<file path="src/rtl/fnd_scan_drv.sv">
// Multiplexed N-digit seven-segment scan driver with frame-synchronous
// double buffering, hex/BCD decode, leading-zero blanking and per-digit blink.
module fnd_scan_drv #(
  parameter int NUM_DIG     = 6,
  parameter int SCAN_DIV    = 50000,
  parameter int BLINK_DIV   = 25000000,
  parameter int HEX_EN      = 0,
  parameter int SEG_ACT_LOW = 0,
  parameter int ENB_ACT_LOW = 1
) (
  input  logic                   clk,
  input  logic                   rst_n,
  input  logic [4*NUM_DIG-1:0]   i_digit,
  input  logic [NUM_DIG-1:0]     i_dp,
  input  logic [NUM_DIG-1:0]     i_blink,
  input  logic                   i_lzb,
  input  logic                   i_upd,
  output logic                   o_busy,
  output logic                   o_frame,
  output logic [6:0]             o_seg,
  output logic                   o_seg_dp,
  output logic [NUM_DIG-1:0]     o_seg_enb
);

  localparam int PW = (SCAN_DIV > 1) ? $clog2(SCAN_DIV) : 1;
  localparam int BW = (BLINK_DIV > 1) ? $clog2(BLINK_DIV) : 1;
  localparam int IW = (NUM_DIG > 1) ? $clog2(NUM_DIG) : 1;

  // Inactive levels; XOR with these converts active-high internals to pin polarity.
  localparam logic [6:0]         SEG_OFF = (SEG_ACT_LOW != 0) ? 7'h7f : 7'h00;
  localparam logic               DP_OFF  = (SEG_ACT_LOW != 0);
  localparam logic [NUM_DIG-1:0] ENB_OFF = (ENB_ACT_LOW != 0) ? {NUM_DIG{1'b1}} : {NUM_DIG{1'b0}};

  logic [PW-1:0]          presc_q, presc_d;
  logic [IW-1:0]          idx_q, idx_d;
  logic [BW-1:0]          blink_cnt_q, blink_cnt_d;
  logic                   blink_ph_q, blink_ph_d;
  logic [4*NUM_DIG-1:0]   pend_digit_q, pend_digit_d, act_digit_q, act_digit_d;
  logic [NUM_DIG-1:0]     pend_dp_q, pend_dp_d, act_dp_q, act_dp_d;
  logic [NUM_DIG-1:0]     pend_blink_q, pend_blink_d, act_blink_q, act_blink_d;
  logic                   busy_q, busy_d;
  logic                   frame_q, frame_d;
  logic [6:0]             seg_q, seg_d;
  logic                   dp_q, dp_d;
  logic [NUM_DIG-1:0]     enb_q, enb_d;

  logic                   tick, last_dig, boundary, blink_wrap;
  logic [NUM_DIG-1:0]     blank_mask, enb_raw;
  logic                   zero_run;
  logic [3:0]             cur_dig;
  logic                   cur_dp, cur_blk, cur_blank;
  logic [6:0]             seg_vis;
  logic                   dp_vis;

  function automatic logic [6:0] decode(input logic [3:0] v);
    logic [6:0] s;
    case (v)
      4'h0: s = 7'b1111110;
      4'h1: s = 7'b0110000;
      4'h2: s = 7'b1101101;
      4'h3: s = 7'b1111001;
      4'h4: s = 7'b0110011;
      4'h5: s = 7'b1011011;
      4'h6: s = 7'b1011111;
      4'h7: s = 7'b1110000;
      4'h8: s = 7'b1111111;
      4'h9: s = 7'b1110011;
      4'hA: s = (HEX_EN != 0) ? 7'b1110111 : 7'b0000000;
      4'hB: s = (HEX_EN != 0) ? 7'b0011111 : 7'b0000000;
      4'hC: s = (HEX_EN != 0) ? 7'b1001110 : 7'b0000000;
      4'hD: s = (HEX_EN != 0) ? 7'b0111101 : 7'b0000000;
      4'hE: s = (HEX_EN != 0) ? 7'b1001111 : 7'b0000000;
      default: s = (HEX_EN != 0) ? 7'b1000111 : 7'b0000000;
    endcase
    return s;
  endfunction

  assign tick       = (presc_q == PW'(SCAN_DIV - 1));
  assign last_dig   = (idx_q == IW'(NUM_DIG - 1));
  assign boundary   = tick & last_dig;
  assign blink_wrap = (blink_cnt_q == BW'(BLINK_DIV - 1));

  // Timebase, scan index and frame-synchronous buffer swap.
  always_comb begin
    presc_d      = tick ? '0 : presc_q + PW'(1);
    idx_d        = idx_q;
    blink_cnt_d  = blink_wrap ? '0 : blink_cnt_q + BW'(1);
    blink_ph_d   = blink_wrap ? ~blink_ph_q : blink_ph_q;
    pend_digit_d = pend_digit_q;
    pend_dp_d    = pend_dp_q;
    pend_blink_d = pend_blink_q;
    act_digit_d  = act_digit_q;
    act_dp_d     = act_dp_q;
    act_blink_d  = act_blink_q;
    busy_d       = busy_q;
    frame_d      = boundary;
    if (tick) idx_d = last_dig ? '0 : idx_q + IW'(1);
    if (boundary && busy_q) begin
      act_digit_d = pend_digit_q;
      act_dp_d    = pend_dp_q;
      act_blink_d = pend_blink_q;
      busy_d      = 1'b0;
    end
    if (i_upd) begin
      pend_digit_d = i_digit;
      pend_dp_d    = i_dp;
      pend_blink_d = i_blink;
      busy_d       = 1'b1;
    end
  end

  // Blank mask runs down from the top digit; digit 0 always stays visible.
  always_comb begin
    zero_run   = 1'b1;
    blank_mask = '0;
    for (int k = NUM_DIG - 1; k >= 1; k--) begin
      zero_run      = zero_run & (act_digit_q[4*k +: 4] == 4'd0);
      blank_mask[k] = i_lzb & zero_run;
    end
  end

  always_comb begin
    cur_dig   = '0;
    cur_dp    = 1'b0;
    cur_blk   = 1'b0;
    cur_blank = 1'b0;
    enb_raw   = '0;
    for (int k = 0; k < NUM_DIG; k++) begin
      if (idx_q == IW'(k)) begin
        cur_dig    = act_digit_q[4*k +: 4];
        cur_dp     = act_dp_q[k];
        cur_blk    = act_blink_q[k];
        cur_blank  = blank_mask[k];
        enb_raw[k] = 1'b1;
      end
    end
    seg_vis = cur_blank ? 7'b0000000 : decode(cur_dig);
    dp_vis  = cur_dp;
    if (blink_ph_q && cur_blk) begin
      seg_vis = 7'b0000000;
      dp_vis  = 1'b0;
    end
    seg_d = seg_vis ^ SEG_OFF;
    dp_d  = dp_vis ^ DP_OFF;
    enb_d = enb_raw ^ ENB_OFF;
  end

  always_ff @(posedge clk or negedge rst_n) begin
    if (!rst_n) begin
      presc_q      <= '0;
      idx_q        <= '0;
      blink_cnt_q  <= '0;
      blink_ph_q   <= 1'b0;
      pend_digit_q <= '0;
      pend_dp_q    <= '0;
      pend_blink_q <= '0;
      act_digit_q  <= '0;
      act_dp_q     <= '0;
      act_blink_q  <= '0;
      busy_q       <= 1'b0;
      frame_q      <= 1'b0;
      seg_q        <= SEG_OFF;
      dp_q         <= DP_OFF;
      enb_q        <= ENB_OFF;
    end else begin
      presc_q      <= presc_d;
      idx_q        <= idx_d;
      blink_cnt_q  <= blink_cnt_d;
      blink_ph_q   <= blink_ph_d;
      pend_digit_q <= pend_digit_d;
      pend_dp_q    <= pend_dp_d;
      pend_blink_q <= pend_blink_d;
      act_digit_q  <= act_digit_d;
      act_dp_q     <= act_dp_d;
      act_blink_q  <= act_blink_d;
      busy_q       <= busy_d;
      frame_q      <= frame_d;
      seg_q        <= seg_d;
      dp_q         <= dp_d;
      enb_q        <= enb_d;
    end
  end

  assign o_busy    = busy_q;
  assign o_frame   = frame_q;
  assign o_seg     = seg_q;
  assign o_seg_dp  = dp_q;
  assign o_seg_enb = enb_q;

endmodule
</file>
<file path="config.mk">
export PLATFORM = sky130hd
export DESIGN_NAME = fnd_scan_drv
export DESIGN_NICKNAME = d
export VERILOG_FILES = /design/src/rtl/fnd_scan_drv.sv
export SDC_FILE = /design/constraint.sdc
export NUM_CORES = 1
export LEC_CHECK = 0
export CAP_MARGIN = 40
export CORE_MARGIN = 2
export CORE_UTILIZATION = 64
export CTS_BUF_LIST = sky130_fd_sc_hd__clkbuf_4 sky130_fd_sc_hd__clkbuf_8
export DETAILED_ROUTE_END_ITERATION = 7
export PLACE_DENSITY = 0.91
export SYNTH_ARGS = -nofsm -noshare
export SYNTH_HDL_FRONTEND = slang
export SYNTH_SLANG_ARGS = --single-unit
</file>
<file path="constraint.sdc">
create_clock -name clk -period 6.8 [get_ports clk]
set_input_delay 0.68 -clock clk [delete_from_list [all_inputs] [get_ports clk]]
set_output_delay 0.68 -clock clk [all_outputs]
set_load 0.02 [all_outputs]
</file>
Word-level counts from Yosys, hierarchy flattened --
Memories as Yosys holds them, arrays and structs flattened. Index checks and enable logic that the tools add are counted.
Cells by class: muxes and demuxes 37, equal/unequal tests 7, $add $sub $neg 3, reductions and logical operators 9, bitwise operators 12
Operators by type and width (number):
- $mux W1 | 26
- $add A25 B1 Y25 const B | 1
- $eq A25 B25 Y1 const B | 1
- $mux W25 | 1
- $mux W4 | 6
- $logic_not A4 Y1 | 5
- $add A16 B1 Y16 const B | 1
- $eq A16 B16 Y1 const B | 1
- $mux W16 | 1
- $mux W7 | 2
- $and A1 B1 Y1 | 10
- $eq A3 B2 Y1 const B | 2
- $eq A3 B3 Y1 const B | 2
- $not A6 Y6 | 1
- $add A3 B1 Y3 const B | 1
- $eq A3 B1 Y1 const B | 1
- $logic_not A3 Y1 | 1
- $mux W3 | 1
- $logic_and A1 B1 Y1 | 2
- $reduce_bool A2 Y1 | 1
- $not A1 Y1 | 1
Storage, ports and cells: output and inout bits 16, ROM bits 112, register bits after elaboration 133, input port bits 40, memories kept 1, logic and storage cells 84
Memories:
- (no name shown) | depth 16, bits a word 7, read ports 1, clocked after memory_dff 0, write ports 0, line 57 | case (v)

Depth between registers and ports, before layout --
depth after elaboration 13, gate-level depth with buffers 14, mapped depth without buffers 10

Worst setup path before layout --
No wires, ideal clock.
kind reg-to-reg, start point register idx_q[0], end point register seg_q[0] (netlist: o_seg[0]), data arrival time 2.917 ns, cell stages (with the launch flop) 13, clock period less this slack 2.999 ns, path buffers 4, setup slack 3.801 ns, required time 6.718 ns, setup time 0.082 ns, cells stage by stage dfrtp_1 buf_2 buf_2 buf_2 and2_1 ha_1 clkbuf_1 nor2_1 a221oi_1 inv_1 ha_1 or3_1 a31oi_1
On the way: cells in the longest elaborated chain, start to end 10, elaborated cells on any way between the ends 27, those cells by class 5 x eq/ne; 19 x mux; 2 x reduce/logical; 1 x memory
Ends and longest elaborated chain:
- start: declaration | line 35 | logic [IW-1:0] idx_q, idx_d;
- start signal: assignment | line 167 | idx_q <= idx_d;
- $logic_not A3 Y1 | line 129 | if (idx_q == IW'(k)) begin
- $mux W4 (6 in series) | line 129
- $mem_v2 Z16 W7
- $mux W7 | line 137 | seg_vis = cur_blank ? 7'b0000000 : decode(cur_dig);
- $mux W7 (*) | line 139 | if (blink_ph_q && cur_blk) begin
- net seg_d[0] | line 43 | logic [6:0] seg_q, seg_d;
- end signal: assignment | line 178 | seg_q <= seg_d;
- end: declaration | line 43
The timed path passes the listed nets; every way through them passes the cells marked *. A chain may end at the register's enable or synchronous reset.

Worst setup path in the final report --
start point register presc_q[0], end point register act_blink_q[5]
On the way: cells in the longest elaborated chain, start to end 3
Ends and longest elaborated chain:
- start: declaration | line 34 | logic [PW-1:0] presc_q, presc_d;
- start signal: assignment | line 166 | presc_q <= presc_d;
- $eq A16 B16 Y1 | line 78 | assign tick = (presc_q == PW'(SCAN_DIV - 1));
- $and A1 B1 Y1 | line 80 | assign boundary = tick & last_dig;
- $logic_and A1 B1 Y1 | line 98 | if (boundary && busy_q) begin
- end signal: assignment | line 175 | act_blink_q <= act_blink_d;
- end: declaration | line 40 | logic [NUM_DIG-1:0] pend_blink_q, pend_blink_d, act_blink_q, act_blink_d;
No other way between the ends.

==> summary.txt <==
Synthesis
  • Flip-flop and latch count after synthesis: 133
  • Number of enable flip-flop cells after synthesis: 0
  • Post-synthesis average cell area: 12.6 µm²
  • Sequential area share after synthesis: 0.557
  • Top FF cell, synth: sky130_fd_sc_hd__dfrtp_1
  • Synthesized instance count: 475
  • Main area contributors after synthesis: sky130_fd_sc_hd__dfrtp_1 53%, sky130_fd_sc_hd__mux2_2 9.0%, sky130_fd_sc_hd__mux2_4 7.5%, sky130_fd_sc_hd__dfstp_2 2.6%, sky130_fd_sc_hd__xor2_1 2.3%
  • Post-synthesis net count: 523
  • Ys Warns: 0
  • Post-synth top area share: 0.531
  • Netlist area before placement: 0.00599 mm²
  • Synth async-reset ratio: 1.00
  • Dominant cell type by area after synthesis: sky130_fd_sc_hd__dfrtp_1
  • Synth unique cells: 49

STA
  • Time the final worst path needs with I/O delays and setup: 3.06 ns
  • Unrepaired setup endpoints after global routing: no
  • Final critical-path setup slack: 3.74 ns
  • Final-layout worst hold slack: 0.282 ns
  • Final Hold Viols: 0
  • Max-Slew Margin vs Limit: 0.454
  • Final worst path period share: 0.451
  • Least-Margin Pin Slew: 0.812 ns
  • Setup TNS: 0 ns
  • Max Clk Rate: 326 MHz
  • Final Max Tran Viols: 0
  • Fin Clk Skew: 0.0158 ns
  • Finish-stage setup viols: 0

Detailed routing
  • Total wire length: 12600 µm
  • Via density per instance: 6.05
  • Router iterations before antenna repair: 5
  • Highest metal layer used by the detailed router: met4
  • Routed vias: 4014
  • Met1 wire length: 5290 µm
  • Post-DR wirelength/cell: 19.0 µm
  • Final routed DRC violation total: 0
  • Number of violations reported at the end of detailed-routing iteration 0: 268
  • Routed wl met2: 6500 µm
  • Antenna-violating nets left: 0
  • Metal3 WL: 575 µm

CTS
  • Number of sinks handled by clock tree synthesis: 133
  • Post-CTS sizing: 0
  • TritonCTS clock tree: built
  • Clock insertion delay at the later pin of the skew report: 0.45 ns
  • CTS Buffer Depth: 2
  • # H-tree levels: 4
  • CTS Root Cell: sky130_fd_sc_hd__clkbuf_8
  • TritonCTS Buffers: 17
  • Clk slew on worst S/H paths: 0.07 ns
  • Number of hold buffers added after cts: 0
  • Post-CTS setup buffers: 0

Setup path
  • CP endpoint kind: flop
  • Start-to-end type of the worst setup path: flop to flop
  • CP required: 7.12 ns
  • Arrival time at the worst endpoint: 3.39 ns
  • Max Fanout on Critical Path: 21
  • Delay-heaviest family, CP: simple AND/OR/NAND/NOR gates
  • Sort of element at the start of the critical path: flop
  • Max incr delay on CP: 0.57 ns
  • CP max-delay cell: sky130_fd_sc_hd__nor3_4
  • Cell breakdown of the critical path: ha_1 -> nand3_2 -> or4_4 -> nor3_4 -> nand4_4 -> buf_12 -> mux2_4
  • CP bufs+invs: 1

Place
  • Half-perimeter wire length after placement: 8040 µm
  • Port Buffer Count: 55
  • Final RePlAce weighted congestion: 0.934
  • Placement-stage worst setup slack: 3.46 ns
  • DP Area: 0.00666 mm²

Pwr
  • Proportion of power drawn by combinational gates: 0.041
  • Peak supply drop: 0.000231 V
  • Clock network fraction of design power: 0.467
  • Cell area power density: 235 mW/mm²
  • Pint: 1.33 mW
  • Net switching share of the total power: 0.212
  • Cell leakage power: 3.27 nW
  • Net switching power: 356 µW
  • Power share of the sequential group: 0.492

GRT
  • Vias in the first global route: 4074
  • Number of antenna violations at the first check in global routing: 0
  • Wire length of the first global-routing pass: 20700 µm
  • Residual overflow from global routing: 0
  • Largest net degree at the start of global routing: 64
  • Aggregate global-route resource usage: 0.268

Outcome
  • Outcome: complete, no violations

Layout
  • Antenna diodes: 0
  • Commonest non-fill, non-tap cell in the layout: sky130_fd_sc_hd__dfrtp_1
  • Count of nets after finishing: 587
  • Core Util, Final: 0.783
  • Commonest non-fill, non-tap cells in the layout: 127 x sky130_fd_sc_hd__dfrtp_1, 54 x sky130_fd_sc_hd__clkdlybuf4s50_1, 48 x sky130_fd_sc_hd__mux2_2
  • Ratio of cells with drive above 1 in the final layout: 0.237
  • Syn-to-layout area delta: 19.7%
  • Design Area, Final: 0.00717 mm²
  • Number of fill cells: 498

Hold path
  • Worst min path class: input pin to async pin

Die
  • Die span in x: 101 µm
  • Chip height: 101 µm
  • Boundary Pins: 56
  • Rows: 35
  • Effective utilization at floorplan: 0.654
  • Total core area: 0.00915 mm²
  • Die area: 0.0101 mm²

Flow run
  • Max-cap check violation count: 0
-- metrics by stage --
stage	std cells	total power, mW
final	663	1.68
after global routing	663	1.73
after CTS	662	1.69
after detailed placement	630	0.912
after global placement	627	0.906
after floorplan	475	0.862
-- metal layers --
layer,vias to the layer above,GRT usage
met5,-,0
met4,0,0.0843
met2,136,0.437
met3,27,0.0735
met1,2020,0.351
li1,1831,-
-- logic make-up (layout without fill, tap and decap cells) --
| kind of cell | count (synthesis) | in the layout | synth area share |
|---|---|---|---|
| multiplexers | 85 | 85 | 0.177 |
| XOR/XNOR | 31 | 31 | 0.0453 |
| buffers and inverters | 25 | 102 | 0.0207 |
| flip-flops | 133 | 133 | 0.557 |
| AND/OR/NAND/NOR | 144 | 144 | 0.130 |
| adder cells (fa/ha/maj) | 8 | 8 | 0.0167 |
| AO/OA/AOI/OAI | 49 | 49 | 0.0535 |
-- synth_stat cells, types with 6 or more instances --
library cell,number
sky130_fd_sc_hd__dfrtp_1,127
sky130_fd_sc_hd__mux2_2,48
sky130_fd_sc_hd__nor2_1,32
sky130_fd_sc_hd__mux2_4,30
sky130_fd_sc_hd__nand2_1,28
sky130_fd_sc_hd__nand3_1,24
sky130_fd_sc_hd__o21ai_0,16
sky130_fd_sc_hd__xor2_1,16
sky130_fd_sc_hd__xnor2_1,15
sky130_fd_sc_hd__a21oi_1,11
sky130_fd_sc_hd__clkbuf_1,8
sky130_fd_sc_hd__ha_1,8
sky130_fd_sc_hd__inv_1,8
sky130_fd_sc_hd__and3_1,7
sky130_fd_sc_hd__mux2i_1,7
sky130_fd_sc_hd__nor2b_1,7
sky130_fd_sc_hd__buf_2,6
sky130_fd_sc_hd__dfstp_2,6
sky130_fd_sc_hd__nand2b_1,6
sky130_fd_sc_hd__nor3_1,6
sky130_fd_sc_hd__nor4_1,6
-- state kept, by name, summed over array words and instances, names as in the netlist, 3 cells and up --
register,flops
o_seg,7
pend_blink_q,6
o_seg_enb,6
act_digit_q,24
presc_q,16
pend_dp_q,6
act_blink_q,6
blink_cnt_q,25
act_dp_q,6
pend_digit_q,24
idx_q,3
-- path summary, 6_finish.rpt --
kind	cells past startpoint	slack [ns]	to	start
max	7	3.74	act_blink_q[5]	presc_q[0]
min	1	0.28	presc_q[10]	rst_n
max reg2reg	7	3.74	act_blink_q[5]	presc_q[0]
min reg2reg	1	0.49	blink_cnt_q[12]	blink_cnt_q[12]
max in group asynchronous	3	5.45	blink_cnt_q[11]	rst_n
min in group clk	1	0.49	blink_cnt_q[12]	blink_cnt_q[12]
-- area by class of cell --
cell class / count / area [µm²] / share of cell area
clock buffer: 21 / 283 / 0.0394
clock inverter: 11 / 196 / 0.0274
tap: 111 / 139 / 0.0194
inverter: 8 / 30.0 / 0.00419
sequential: 133 / 3340 / 0.465
multi-input combinational: 317 / 2540 / 0.354
timing repair buffer: 62 / 651 / 0.0907
-- power groups by stage --
stage / combinational (mW) / clock (mW) / sequential [mW]
floorplan: 0.0268 / 0 / 0.835
CTS: 0.0712 / 0.787 / 0.827
detailed placement: 0.0704 / 0 / 0.842
global placement: 0.0657 / 0 / 0.840
global route: 0.0768 / 0.825 / 0.829
finish: 0.0693 / 0.785 / 0.827
No activity file was read; power rests on OpenSTA's default activity.
